## src/rtl/parity_frame_if.sv

```systemverilog
// Producer-side handshake and serial-line signals of parity_frame_ctrl.
// The err_inject signal exists only when PAR_ERR_INJECT_EN is defined.
interface parity_frame_if #(
  parameter int DATA_W = 8
);
  logic [DATA_W-1:0] data_in;
  logic              even_odd;
  logic              in_valid;
  logic              in_ready;
  logic              ser_out;
  logic              busy;
  logic              frame_done;
  logic              par_bit;
`ifdef PAR_ERR_INJECT_EN
  logic              err_inject;

  modport master (
    output data_in, even_odd, in_valid, err_inject,
    input  in_ready, ser_out, busy, frame_done, par_bit
  );
  modport slave (
    input  data_in, even_odd, in_valid, err_inject,
    output in_ready, ser_out, busy, frame_done, par_bit
  );
`else
  modport master (
    output data_in, even_odd, in_valid,
    input  in_ready, ser_out, busy, frame_done, par_bit
  );
  modport slave (
    input  data_in, even_odd, in_valid,
    output in_ready, ser_out, busy, frame_done, par_bit
  );
`endif
endinterface

```

## src/rtl/parity_frame_ctrl.sv

```systemverilog
// Framed serial transmitter: start bit, data LSB first, parity bit, stop bit(s).
// Optional feature macro PAR_ERR_INJECT_EN adds err_inject to flip the parity of a frame.
module parity_frame_ctrl #(
  parameter int DATA_W       = 8,
  parameter int STOP_BITS    = 1,
  parameter int CLKS_PER_BIT = 4
) (
  input  logic          clk,
  input  logic          rst,
  parity_frame_if.slave bus
);
  localparam int CW = (CLKS_PER_BIT > 1) ? $clog2(CLKS_PER_BIT) : 1;
  localparam int IW = (DATA_W > 1) ? $clog2(DATA_W) : 1;

  typedef enum logic [2:0] {IDLE, START, DATA, PARITY, STOP} state_t;

  state_t            state, state_next;
  logic [CW-1:0]     tick, tick_next;
  logic [IW-1:0]     idx, idx_next;
  logic [DATA_W-1:0] shreg, shreg_next;
  logic              par_q, par_next;
  logic              ser_q, ser_next;
  logic              last_tick, final_stop, in_ready_c, accept, capture_par;

  assign last_tick  = (tick == CW'(CLKS_PER_BIT - 1));
  assign final_stop = (state == STOP) && last_tick && (idx == IW'(STOP_BITS - 1));
  assign in_ready_c = (state == IDLE) || final_stop;
  assign accept     = bus.in_valid && in_ready_c;

`ifdef PAR_ERR_INJECT_EN
  assign capture_par = (^bus.data_in) ^ bus.even_odd ^ bus.err_inject;
`else
  assign capture_par = (^bus.data_in) ^ bus.even_odd;
`endif

  always_ff @(posedge clk or posedge rst) begin
    if (rst) begin
      state <= IDLE;
      tick  <= '0;
      idx   <= '0;
      shreg <= '0;
      par_q <= 1'b0;
      ser_q <= 1'b1;
    end else begin
      state <= state_next;
      tick  <= tick_next;
      idx   <= idx_next;
      shreg <= shreg_next;
      par_q <= par_next;
      ser_q <= ser_next;
    end
  end

  // idx counts data bits in DATA and stop bits in STOP; accepts happen only in IDLE or the final stop cycle
  always_comb begin
    state_next = state;
    tick_next  = tick;
    idx_next   = idx;
    shreg_next = shreg;
    par_next   = par_q;
    if (accept) begin
      shreg_next = bus.data_in;
      par_next   = capture_par;
    end
    case (state)
      IDLE: begin
        if (accept) begin
          state_next = START;
          tick_next  = '0;
          idx_next   = '0;
        end
      end
      START: begin
        if (last_tick) begin
          state_next = DATA;
          tick_next  = '0;
          idx_next   = '0;
        end else begin
          tick_next = tick + CW'(1);
        end
      end
      DATA: begin
        if (last_tick) begin
          tick_next = '0;
          if (idx == IW'(DATA_W - 1)) begin
            state_next = PARITY;
            idx_next   = '0;
          end else begin
            idx_next   = idx + IW'(1);
            shreg_next = shreg >> 1;
          end
        end else begin
          tick_next = tick + CW'(1);
        end
      end
      PARITY: begin
        if (last_tick) begin
          state_next = STOP;
          tick_next  = '0;
          idx_next   = '0;
        end else begin
          tick_next = tick + CW'(1);
        end
      end
      STOP: begin
        if (last_tick) begin
          tick_next = '0;
          if (final_stop) begin
            state_next = accept ? START : IDLE;
            idx_next   = '0;
          end else begin
            idx_next = idx + IW'(1);
          end
        end else begin
          tick_next = tick + CW'(1);
        end
      end
      default: begin
        state_next = IDLE;
        tick_next  = '0;
        idx_next   = '0;
      end
    endcase
  end

  // ser_out is registered, so the line level is derived from where the FSM is going next
  always_comb begin
    ser_next = 1'b1;
    case (state_next)
      START:   ser_next = 1'b0;
      DATA:    ser_next = shreg_next[0];
      PARITY:  ser_next = par_next;
      default: ser_next = 1'b1;
    endcase
  end

  assign bus.in_ready   = in_ready_c;
  assign bus.frame_done = final_stop;
  assign bus.busy       = (state != IDLE);
  assign bus.ser_out    = ser_q;
  assign bus.par_bit    = par_q;
endmodule
```

## src/flat_wrapper.sv

```systemverilog
// flat-port wrapper written by rule: the top's interface ports become plain ports
module parity_frame_ctrl_flat 
#(
  parameter int DATA_W       = 8,
  parameter int STOP_BITS    = 1,
  parameter int CLKS_PER_BIT = 4
)
  (clk, rst, bus_data_in, bus_even_odd, bus_in_valid, bus_in_ready, bus_ser_out, bus_busy, bus_frame_done, bus_par_bit);
  parity_frame_if #(.DATA_W(DATA_W)) bus_i ();
  input  logic clk;
  input  logic rst;
  input wire logic [$bits(bus_i.data_in)-1:0] bus_data_in;
  input wire logic [$bits(bus_i.even_odd)-1:0] bus_even_odd;
  input wire logic [$bits(bus_i.in_valid)-1:0] bus_in_valid;
  output wire logic [$bits(bus_i.in_ready)-1:0] bus_in_ready;
  output wire logic [$bits(bus_i.ser_out)-1:0] bus_ser_out;
  output wire logic [$bits(bus_i.busy)-1:0] bus_busy;
  output wire logic [$bits(bus_i.frame_done)-1:0] bus_frame_done;
  output wire logic [$bits(bus_i.par_bit)-1:0] bus_par_bit;
  assign bus_i.data_in = bus_data_in;
  assign bus_i.even_odd = bus_even_odd;
  assign bus_i.in_valid = bus_in_valid;
  assign bus_in_ready = bus_i.in_ready;
  assign bus_ser_out = bus_i.ser_out;
  assign bus_busy = bus_i.busy;
  assign bus_frame_done = bus_i.frame_done;
  assign bus_par_bit = bus_i.par_bit;
  parity_frame_ctrl #(.DATA_W(DATA_W), .STOP_BITS(STOP_BITS), .CLKS_PER_BIT(CLKS_PER_BIT)) u_core (.clk(clk), .rst(rst), .bus(bus_i));
endmodule
```

## config.mk

```make
export PLATFORM = sky130hd
export DESIGN_NAME = parity_frame_ctrl_flat
export DESIGN_NICKNAME = d
export VERILOG_FILES = /design/src/rtl/parity_frame_if.sv /design/src/rtl/parity_frame_ctrl.sv /design/src/flat_wrapper.sv
export SDC_FILE = /design/constraint.sdc
export NUM_CORES = 1
export LEC_CHECK = 0
export ABC_CLOCK_PERIOD_IN_PS = 5600
export CAP_MARGIN = 20
export CORE_MARGIN = 2
export CORE_UTILIZATION = 57
export DETAILED_ROUTE_END_ITERATION = 6
export PLACE_DENSITY = 0.83
export SLEW_MARGIN = 40
export SYNTH_ARGS = -nofsm -noshare
export SYNTH_HDL_FRONTEND = slang
export SYNTH_SLANG_ARGS = --single-unit
```

## constraint.sdc

```tcl
create_clock -name clk -period 5.6 [get_ports clk]
set_clock_uncertainty 0.05 [all_clocks]
set_input_delay 1.68 -clock clk [delete_from_list [all_inputs] [get_ports clk]]
set_output_delay 1.68 -clock clk [all_outputs]
set_load 0.03 [all_outputs]
```

; ---- Yosys cells after proc, flatten, opt, wreduce, memory -nomap -nowiden
; Cells that the tools add are included.
[totals]
regBits = 18
latch_bits = 0
mem_bits_rw = 0
mem_bits_ro = 0
inputBits = 12
out_inout_bits = 5
word_cells = 58
n_memories = 0
[op_classes]
n_addsub = 2
n_mul = 0
div_mod_pow = 0
n_lt_le_gt_ge = 0
eq_ne = 13
shift = 0
muxes = 25
bitwise = 1
n_reduce_logical = 11
[op_table]
columns = op, n
row1 = 3-bit two-way mux, 13
row2 = 8-bit two-way mux, 4
row3 = 3-bit one-hot mux with 5 select lines, 1
row4 = 3-bit by 2-bit equality test with 1-bit output (second input constant), 4
row5 = 3-bit one-hot mux with 4 select lines, 1
row6 = 2-bit by 1-bit != test with 1-bit output (second input constant), 4
row7 = 8-bit XOR reduction, 1
row8 = 3-bit by 1-bit equality test with 1-bit output (second input constant), 2
row9 = 3-bit equality test (second input constant), 2
row10 = 3-bit zero test, 2
row11 = 2-bit two-way mux, 2
row12 = 2-bit one-hot mux with 2 select lines, 1
row13 = 4-bit AND reduction, 1
row14 = 4-bit OR reduction, 1
row15 = 3-bit by 1-bit adder with 3-bit output (second input constant), 1
row16 = 1-bit logical AND, 3
row17 = 1-bit one-hot mux with 3 select lines, 1
row18 = 3-bit nonzero test, 1
row19 = 2-bit by 1-bit adder with 2-bit output (second input constant), 1
row20 = 2-bit equality test (second input constant), 1
row21 = 1-bit two-way mux, 2
row22 = 2-bit OR reduction, 1
row23 = 1-bit logical OR, 1
row24 = 1-bit XOR, 1

; ---- Longest topological paths before layout
; Gate-level depths: netlist of the first run.
[logic_depth]
word_depth = 11
depth_mapped = 7
mapped_depth_nobuf = 6

; ---- Least setup slack after synthesis of the first run
; Ideal clock, no wire load.
[synth_path]
path_kind = reg-to-output
from = register u_core.state[0]
to = output bus_frame_done
arrival_ps = 1587
required_time_ps = 3870
setup_slack_ps = 2283
path_stages_with_launch = 5
path_buffers = 2
cell_sequence = dfrtp_1 > buf_2 > or2_0 > clkbuf_1 > nor3_1
[synth_between]
elab_chain_len = 3
[synth_lines]
columns = element, line_no
row1 = start: declaration, parity_frame_ctrl.sv:17  ; state_t state, state_next;
row2 = start signal: assignment, parity_frame_ctrl.sv:45  ; state <= state_next;
row3 = 3-bit equality test, parity_frame_ctrl.sv:26  ; assign final_stop = (state == STOP) && last_tick && (idx == IW'(STOP_BITS - 1));
row4 = 1-bit logical AND (2 in a row), parity_frame_ctrl.sv:26
row5 = end: declaration, flat_wrapper.sv:18  ; output wire logic [$bits(bus_i.frame_done)-1:0] bus_frame_done;
; Every way passes these cells.

; ---- Worst setup path after layout of the first run
[layout_path]
from = register u_core.tick[0]
to = output bus_in_ready
[layout_between]
elab_chain_len = 4
[layout_lines]
columns = element, line_no
row1 = start: declaration, parity_frame_ctrl.sv:18  ; logic [CW-1:0] tick, tick_next;
row2 = start signal: assignment, parity_frame_ctrl.sv:46  ; tick <= tick_next;
row3 = 2-bit equality test, parity_frame_ctrl.sv:25  ; assign last_tick = (tick == CW'(CLKS_PER_BIT - 1));
row4 = 1-bit logical AND (2 in a row), parity_frame_ctrl.sv:26
row5 = 1-bit logical OR, parity_frame_ctrl.sv:27  ; assign in_ready_c = (state == IDLE) || final_stop;
row6 = end: declaration, flat_wrapper.sv:15  ; output wire logic [$bits(bus_i.in_ready)-1:0] bus_in_ready;
; Every way passes these cells.

==> impl_metrics.py, run 1 <==
metrics = {
    "timing": {
        "final_period_minus_worst_setup_slack_ns": 3.85,
        "final_hold_viol_count": 0,
        "tns_ns": 0,
        "timing.final.crit_share": 0.688,
        "worst_slew_pin_slew_ns": 0.717,
        "rsz0062_at_grt": "no",
        "setup_viol_count_final": 0,
        "final_max_slew_viol_count": 0,
        "maximum_clock_frequency_mhz": 259,
        "timing.slew.headroom": 0.520,
    },
    "detailed_routing": {
        "vias": 868,
        "drt_iter0_markers": 30,
        "drc": 0,
        "wirelength_um": 2120,
        "detail_route.wl_per_cell_um": 13.8,
        "route.detailed.vias_per_inst": 5.64,
        "ant_nets": 0,
        "firstDrtPassIters": 4,
    },
    "logic_synthesis": {
        "adder_cell_fraction_of_synth_area": 0.0437,
        "synth.ff_latch_count": 18,
        "synth_sequential_area_ratio": 0.395,
        "syn-mean-instance-area_um2": 10.0,
        "most_used_flip_flop_cell_after_synthesis": "dfrtp_1",
        "dominant_combinational_cell_family_by_area_after_synthesis": "simple AND/OR/NAND/NOR gates",
        "synth.mux.area_fraction": 0.0743,
        "synth_edf_count": 0,
        "synthArstFlopShare": 1.00,
        "synth.top_cells.by_area": "dfrtp_1, mux2i_1, xnor2_1",
        "synth_fp_nets": 130,
        "share_of_synthesized_cell_area_in_and_or_nand_and_nor_gates": 0.175,
        "synth_xor_area_frac": 0.0732,
        "area_fraction_in_compound_gates_after_synthesis": 0.164,
        "yosysUniqueCellTypes": 37,
        "synthesis.instances": 114,
        "yosysTopAreaCell": "dfrtp_1",
        "synth.top_cell.area_share": 0.372,
        "synth-warning-count": 0,
        "netlist_area_um2": 1140,
    },
    "power_and_ir_drop": {
        "share_clk_of_total_power": 0.121,
        "irDropWorstVdd_v": 0.000277,
        "p_per_area_nw_per_um2": 500,
        "switching_power_w": 0.000278,
        "power.internal_w": 0.000387,
        "combinationalPowerShare": 0.511,
        "power_leakage_nw": 0.542,
        "swShare": 0.418,
        "seq_power_share": 0.369,
    },
    "critical_path": {
        "worst_setup_path_start_kind": "register",
        "worst_setup_path_end_kind": "output port",
        "regToRegSetupSlack_ns": 3.59,
        "cp.arrival_ns": 2.12,
        "crit_fanout": 8,
        "critical_path_class": "reg -> out",
        "crit_required_ns": 3.87,
    },
    "cts": {
        "cts_sink_cnt": 18,
        "clk_path_buf_depth": 2,
        "worst_setup_hold_path_clk_slew_ns": 0.10,
        "post_cts_resize_count": 0,
        "tritoncts": "done",
        "cts.hold.buffers_added": 0,
        "ctsRootBufferMaster": "clkbuf_4",
        "clock_latency_ns": 0.29,
        "number_of_buffers_inserted_to_repair_setup_after_cts": 0,
        "cts_buffers": 3,
        "htree_num_levels": 1,
    },
    "placed_design": {
        "gp_routability_congestion": 0.773,
        "placed_wire_length_estimate_after_detailed_placement_um": 1530,
        "placed_cell_area_um2": 1290,
        "place_inst": 150,
        "port_buffers": 16,
    },
    "cells_and_area": {
        "final_net_count": 144,
        "most_frequent_cells_in_the_layout": "dfrtp_1, clkdlybuf4s50_1, nand2_1",
        "fill_cells": 163,
        "final_cells": 154,
        "layout.cells.most_common": "dfrtp_1",
        "syn2layout_area_growth_pct": 16.2,
        "share_of_post_route_cells_with_drive_strength_above_1": 0.110,
        "n_diodes": 0,
        "finish.instance_area_um2": 1330,
    },
    "run": {
        "maxCapViolations": 0,
    },
    "floorplan": {
        "fp.dieArea_um2": 2380,
        "floorplan.rows": 16,
        "chipWidth_um": 48.8,
        "die-height_um": 48.8,
        "initial_core_util": 0.596,
        "floorplan.core_area_um2": 1920,
        "top_level_ports": 17,
    },
    "global_route": {
        "grt_pass1_vias": 824,
        "grt_pass1_wl_um": 3640,
        "groute.usage.overall": 0.195,
        "number_of_antenna_violations_at_the_first_check_in_global_routing": 0,
        "grt_start_max_net_pins": 19,
        "global_route.overflow_total": 0,
    },
    "min_path": {
        "holdCritPathClass": "reg -> reg",
    },
    "status": {
        "outcome": "completed",
    },
}
[flip-flops by register name, indices dropped and copies added, names as in the netlist]
name,count
u_core.bus.par_bit,1
u_core.tick,2
u_core.idx,3
u_core.state,3
u_core.shreg,8
u_core.bus.ser_out,1
[worst max-delay path, stage by stage (launching register included)]
cell and delay, ns:
dfrtp_1 0.39, ha_1 0.41, nand3b_4 0.18, a21oi_1 0.17, clkdlybuf4s50_1 0.68
[logic make-up (layout without fill, tap and decap cells)]
| group | after synthesis | count (layout) |
|---|---|---|
| AO/OA/AOI/OAI | 27 | 27 |
| AND/OR/NAND/NOR | 32 | 32 |
| multiplexers | 8 | 8 |
| adder cells (fa/ha/maj) | 4 | 4 |
| buffers and inverters | 17 | 30 |
| flip-flops | 18 | 18 |
| XOR/XNOR | 8 | 8 |
[layout make-up]
type	count	area, um^2	share of cell area
Clock buffer	4	36.3	0.0273
Inverter	10	37.5	0.0282
Multi-Input combinational cell	79	611	0.459
Sequential cell	18	452	0.340
Tap cell	27	33.8	0.0254
Timing Repair Buffer	16	160	0.120
[synth_stat cells, types with 2 or more instances]
master    count
inv_1        10
or4_1         2
buf_2         3
a31oi_1       2
o22ai_1       2
nand2_1      13
a21oi_1       5
nor3b_1       3
nand2b_1      3
xnor2_1       7
o21ai_1       8
buf_6         2
nor2_1        2
nor3_2        3
o21a_1        2
dfrtp_1      17
mux2i_1       7
ha_1          4
[final timing paths]
| check | startpoint | to | depth (start not counted) |
|---|---|---|---|
| worst min register to register | u_core.shreg[4] | u_core.shreg[3] | 2 |
| worst min-delay path | u_core.shreg[4] | u_core.shreg[3] | 2 |
| max in group asynchronous | rst | u_core.shreg[7] | 2 |
| worst max register to register | u_core.tick[0] | u_core.shreg[1] | 5 |
| min in group asynchronous | rst | u_core.shreg[5] | 2 |
| worst max-delay path | u_core.tick[0] | bus_in_ready | 4 |
[metrics by stage]
stage	worst slack [ns]	hold WS, ns	power, W	utilization
3_5_place_dp	2.08	0.443	0.000584	0.673
5_1_grt	1.59	0.505	0.000716	0.692
4_1_cts	1.74	0.467	0.000667	0.692
2_1_floorplan	2.28	0.405	0.000509	-
3_3_place_gp	1.86	0.419	0.000569	0.671
6_report	1.75	0.457	0.000665	0.692
[metal layers]
metal  vias to the layer above  GRT usage  routed length [um]
met3                         2     0.0337                  68
met4                         0     0.0667                  10
met1                       428      0.243                 947
met5                         -          0                   0
met2                        17      0.342                1100
li1                        421          -                   -
[power groups by stage]
stage,combinational [W],clock (W),sequential (W)
after floorplan,0.000280,0,0.000230
after global placement,0.000326,0,0.000244
after detailed placement,0.000338,0,0.000247
after CTS,0.000341,0.0000815,0.000245
after global routing,0.000373,0.0000893,0.000254
final,0.000339,0.0000802,0.000245
(Power assumes the default switching activity.)
==> run 2, diff against run 1 <==
--- a/config.mk
+++ b/config.mk
@@ -5,12 +5,12 @@
 export SDC_FILE = /design/constraint.sdc
 export NUM_CORES = 1
 export LEC_CHECK = 0
-export ABC_CLOCK_PERIOD_IN_PS = 5600
+export ABC_CLOCK_PERIOD_IN_PS = 3500
 export CAP_MARGIN = 20
 export CORE_MARGIN = 2
-export CORE_UTILIZATION = 57
+export CORE_UTILIZATION = 48
 export DETAILED_ROUTE_END_ITERATION = 6
-export PLACE_DENSITY = 0.83
+export PLACE_DENSITY = 0.75
 export SLEW_MARGIN = 40
 export SYNTH_ARGS = -nofsm -noshare
 export SYNTH_HDL_FRONTEND = slang
==> constraint.sdc (replaced) <==
create_clock -name clk -period 3.5 [get_ports clk]
set_clock_uncertainty 0.05 [all_clocks]
set_input_delay 1.05 -clock clk [delete_from_list [all_inputs] [get_ports clk]]
set_output_delay 1.05 -clock clk [all_outputs]
set_load 0.03 [all_outputs]
==> run 2 against run 1 <==
Total power increased by 60%; utilization is 9.1 points lower; non-clock buffer count up 1; register-to-register slack worse by 2.1 ns; critical path type unchanged; critical path depth is the same; sequential share of layout area decreased by 0.29 points; sequential power grew 59%; die area increased by 17%; cell area grew 0.85%.
==> impl_metrics.py, run 2 (synthesis results as in run 1) <==
metrics = {
    "timing": {
        "rsz0062_at_grt": "no",
        "timing.slew.headroom": 0.551,
        "fin_ws_ns": 0.300,
        "worst_slew_pin_slew_ns": 0.673,
        "final_period_minus_worst_setup_slack_ns": 3.20,
        "final_max_slew_viol_count": 0,
        "tns_ns": 0,
        "timing.final.crit_share": 0.914,
        "setup_viol_count_final": 0,
        "maximum_clock_frequency_mhz": 313,
        "final_hold_viol_count": 0,
    },
    "floorplan": {
        "floorplan.core_area_um2": 2230,
        "chipWidth_um": 52.8,
        "fp.dieArea_um2": 2790,
        "die-height_um": 52.8,
        "floorplan.rows": 17,
        "initial_core_util": 0.513,
        "top_level_ports": 17,
    },
    "min_path": {
        "holdCritPathClass": "reg -> reg",
        "holdCritStartpoint": "u_core.shreg[3]",
        "hold-path-cell-count": 2,
        "worstHoldEndpoint": "u_core.shreg[2]",
    },
    "detailed_routing": {
        "firstDrtPassIters": 4,
        "wirelength_um": 2030,
        "drc": 0,
        "vias": 862,
        "route.detailed.vias_per_inst": 5.53,
        "drt_iter0_markers": 24,
        "ant_nets": 0,
        "detail_route.wl_per_cell_um": 13.0,
    },
    "cells_and_area": {
        "final_cells": 156,
        "layout.cells.most_common": "dfrtp_1",
        "n_diodes": 0,
        "most_frequent_cells_in_the_layout": "dfrtp_1, clkdlybuf4s50_1, nand2_1",
        "final_net_count": 145,
        "share_of_post_route_cells_with_drive_strength_above_1": 0.109,
        "finish.instance_area_um2": 1340,
        "largest-register": "u_core.shreg",
        "syn2layout_area_growth_pct": 17.2,
        "largest_register_ffs": 8,
        "layout_top_registers": "u_core.shreg: 8 flops, u_core.idx: 3 flops, u_core.state: 3 flops",
        "fill_cells": 191,
    },
    "global_route": {
        "global_route.overflow_total": 0,
        "number_of_antenna_violations_at_the_first_check_in_global_routing": 0,
        "grt_pass1_wl_um": 3620,
        "grt_pass1_vias": 838,
        "grt_start_max_net_pins": 19,
        "groute.usage.overall": 0.181,
    },
    "critical_path": {
        "worst_setup_path_end_kind": "output port",
        "cp.arrival_ns": 2.10,
        "critPathSlowestCell": "clkdlybuf4s50_1",
        "critical_path_class": "reg -> out",
        "critical_path.reg2reg.startpoint": "u_core.idx[1]",
        "timing.critical_path.cells": "ha_1 > nand3b_4 > a21oi_1 > clkdlybuf4s50_1",
        "crit_path_max_incr_delay_ns": 0.68,
        "rr_endpoint": "u_core.bus.ser_out",
        "crit_required_ns": 2.40,
        "worstRegToRegCells": 6,
        "regToRegSetupSlack_ns": 1.52,
        "crit_fanout": 8,
        "worst_setup_path_start_kind": "register",
    },
    "cts": {
        "clk_path_buf_depth": 2,
        "number_of_buffers_inserted_to_repair_setup_after_cts": 0,
        "cts_sink_cnt": 18,
        "cts.hold.buffers_added": 0,
        "worst_setup_hold_path_clk_slew_ns": 0.10,
        "ctsRootBufferMaster": "clkbuf_4",
        "cts_buffers": 3,
        "tritoncts": "done",
        "clock_latency_ns": 0.29,
        "post_cts_resize_count": 0,
        "htree_num_levels": 1,
    },
    "power_and_ir_drop": {
        "overall_power_consumption_w": 0.00106,
        "power.internal_w": 0.000623,
        "seq_power_share": 0.367,
        "share_clk_of_total_power": 0.119,
        "irDropWorstVdd_v": 0.000417,
        "combinationalPowerShare": 0.514,
        "switching_power_w": 0.000439,
        "swShare": 0.413,
        "power_leakage_nw": 0.546,
        "p_per_area_nw_per_um2": 792,
    },
    "placed_design": {
        "placed_wire_length_estimate_after_detailed_placement_um": 1550,
        "place_inst": 152,
        "gp_routability_congestion": 0.825,
        "detailedPlace.worstSlack_ns": 0.653,
        "placed_cell_area_um2": 1300,
        "port_buffers": 16,
    },
    "run": {
        "maxCapViolations": 0,
    },
    "status": {
        "outcome": "completed",
    },
}
==> run 2: cell types whose count changed in the layout (fill, tap and decap cells not counted) <==
cell,before,now
a21boi_1,0,1
nor3_4,0,1
a21boi_2,1,0
nor3_2,3,2
buf_4,0,1
==> run 2: metal layers <==
metal  part of all wire  routed length (um)  track usage
met4              0.019                  39       0.0983
met5                  0                   0            0
met3              0.037                  74       0.0371
met1               0.48                 976        0.220
met2               0.46                 935        0.298
==> run 2: worst max-delay path by stage <==
stage | startpoint | to | slack, ns | depth (start not counted)
finish | u_core.tick[0] | bus_in_ready | 0.30 | 4
global route | u_core.tick[0] | bus_in_ready | 0.19 | 4
CTS | u_core.tick[0] | bus_in_ready | 0.29 | 4
detailed placement | u_core.tick[0] | bus_in_ready | 0.65 | 4
global placement | u_core.state[0] | bus_frame_done | 0.69 | 3
floorplan | u_core.state[0] | bus_frame_done | 0.81 | 4
==> run 2: cell type report <==
type / instances / area [um^2] / share of cell area
sequential: 18 / 452 / 0.337
tap: 28 / 35.0 / 0.0261
timing repair buffer: 17 / 168 / 0.125
inverter: 10 / 37.5 / 0.0280
clock buffer: 4 / 36.3 / 0.0271
multi-input combinational: 79 / 613 / 0.457
==> run 2: power by group through the flow <==
| stage | clock (W) | sequential (W) | combinational (W) |
|---|---|---|---|
| CTS | 0.000133 | 0.000389 | 0.000545 |
| global placement | 0 | 0.000386 | 0.000534 |
| detailed placement | 0 | 0.000393 | 0.000541 |
| finish | 0.000126 | 0.000390 | 0.000546 |
| floorplan | 0 | 0.000368 | 0.000448 |
| global route | 0.000141 | 0.000404 | 0.000614 |
==> run 2: per-stage QoR <==
stage | hold slack (ns) | util
2_1_floorplan | 0.405 | -
3_3_place_gp | 0.418 | 0.582
3_5_place_dp | 0.436 | 0.582
4_1_cts | 0.460 | 0.598
5_1_grt | 0.473 | 0.601
6_report | 0.449 | 0.601
==> run 2: worst max-delay path: cells and delay by family, from the launching register on <==
family / cells / cell delay, ns
compound gates: 1 / 0.17
fa+ha+maj: 1 / 0.41
buf+inv: 1 / 0.68
flops: 1 / 0.38
simple gates: 1 / 0.16
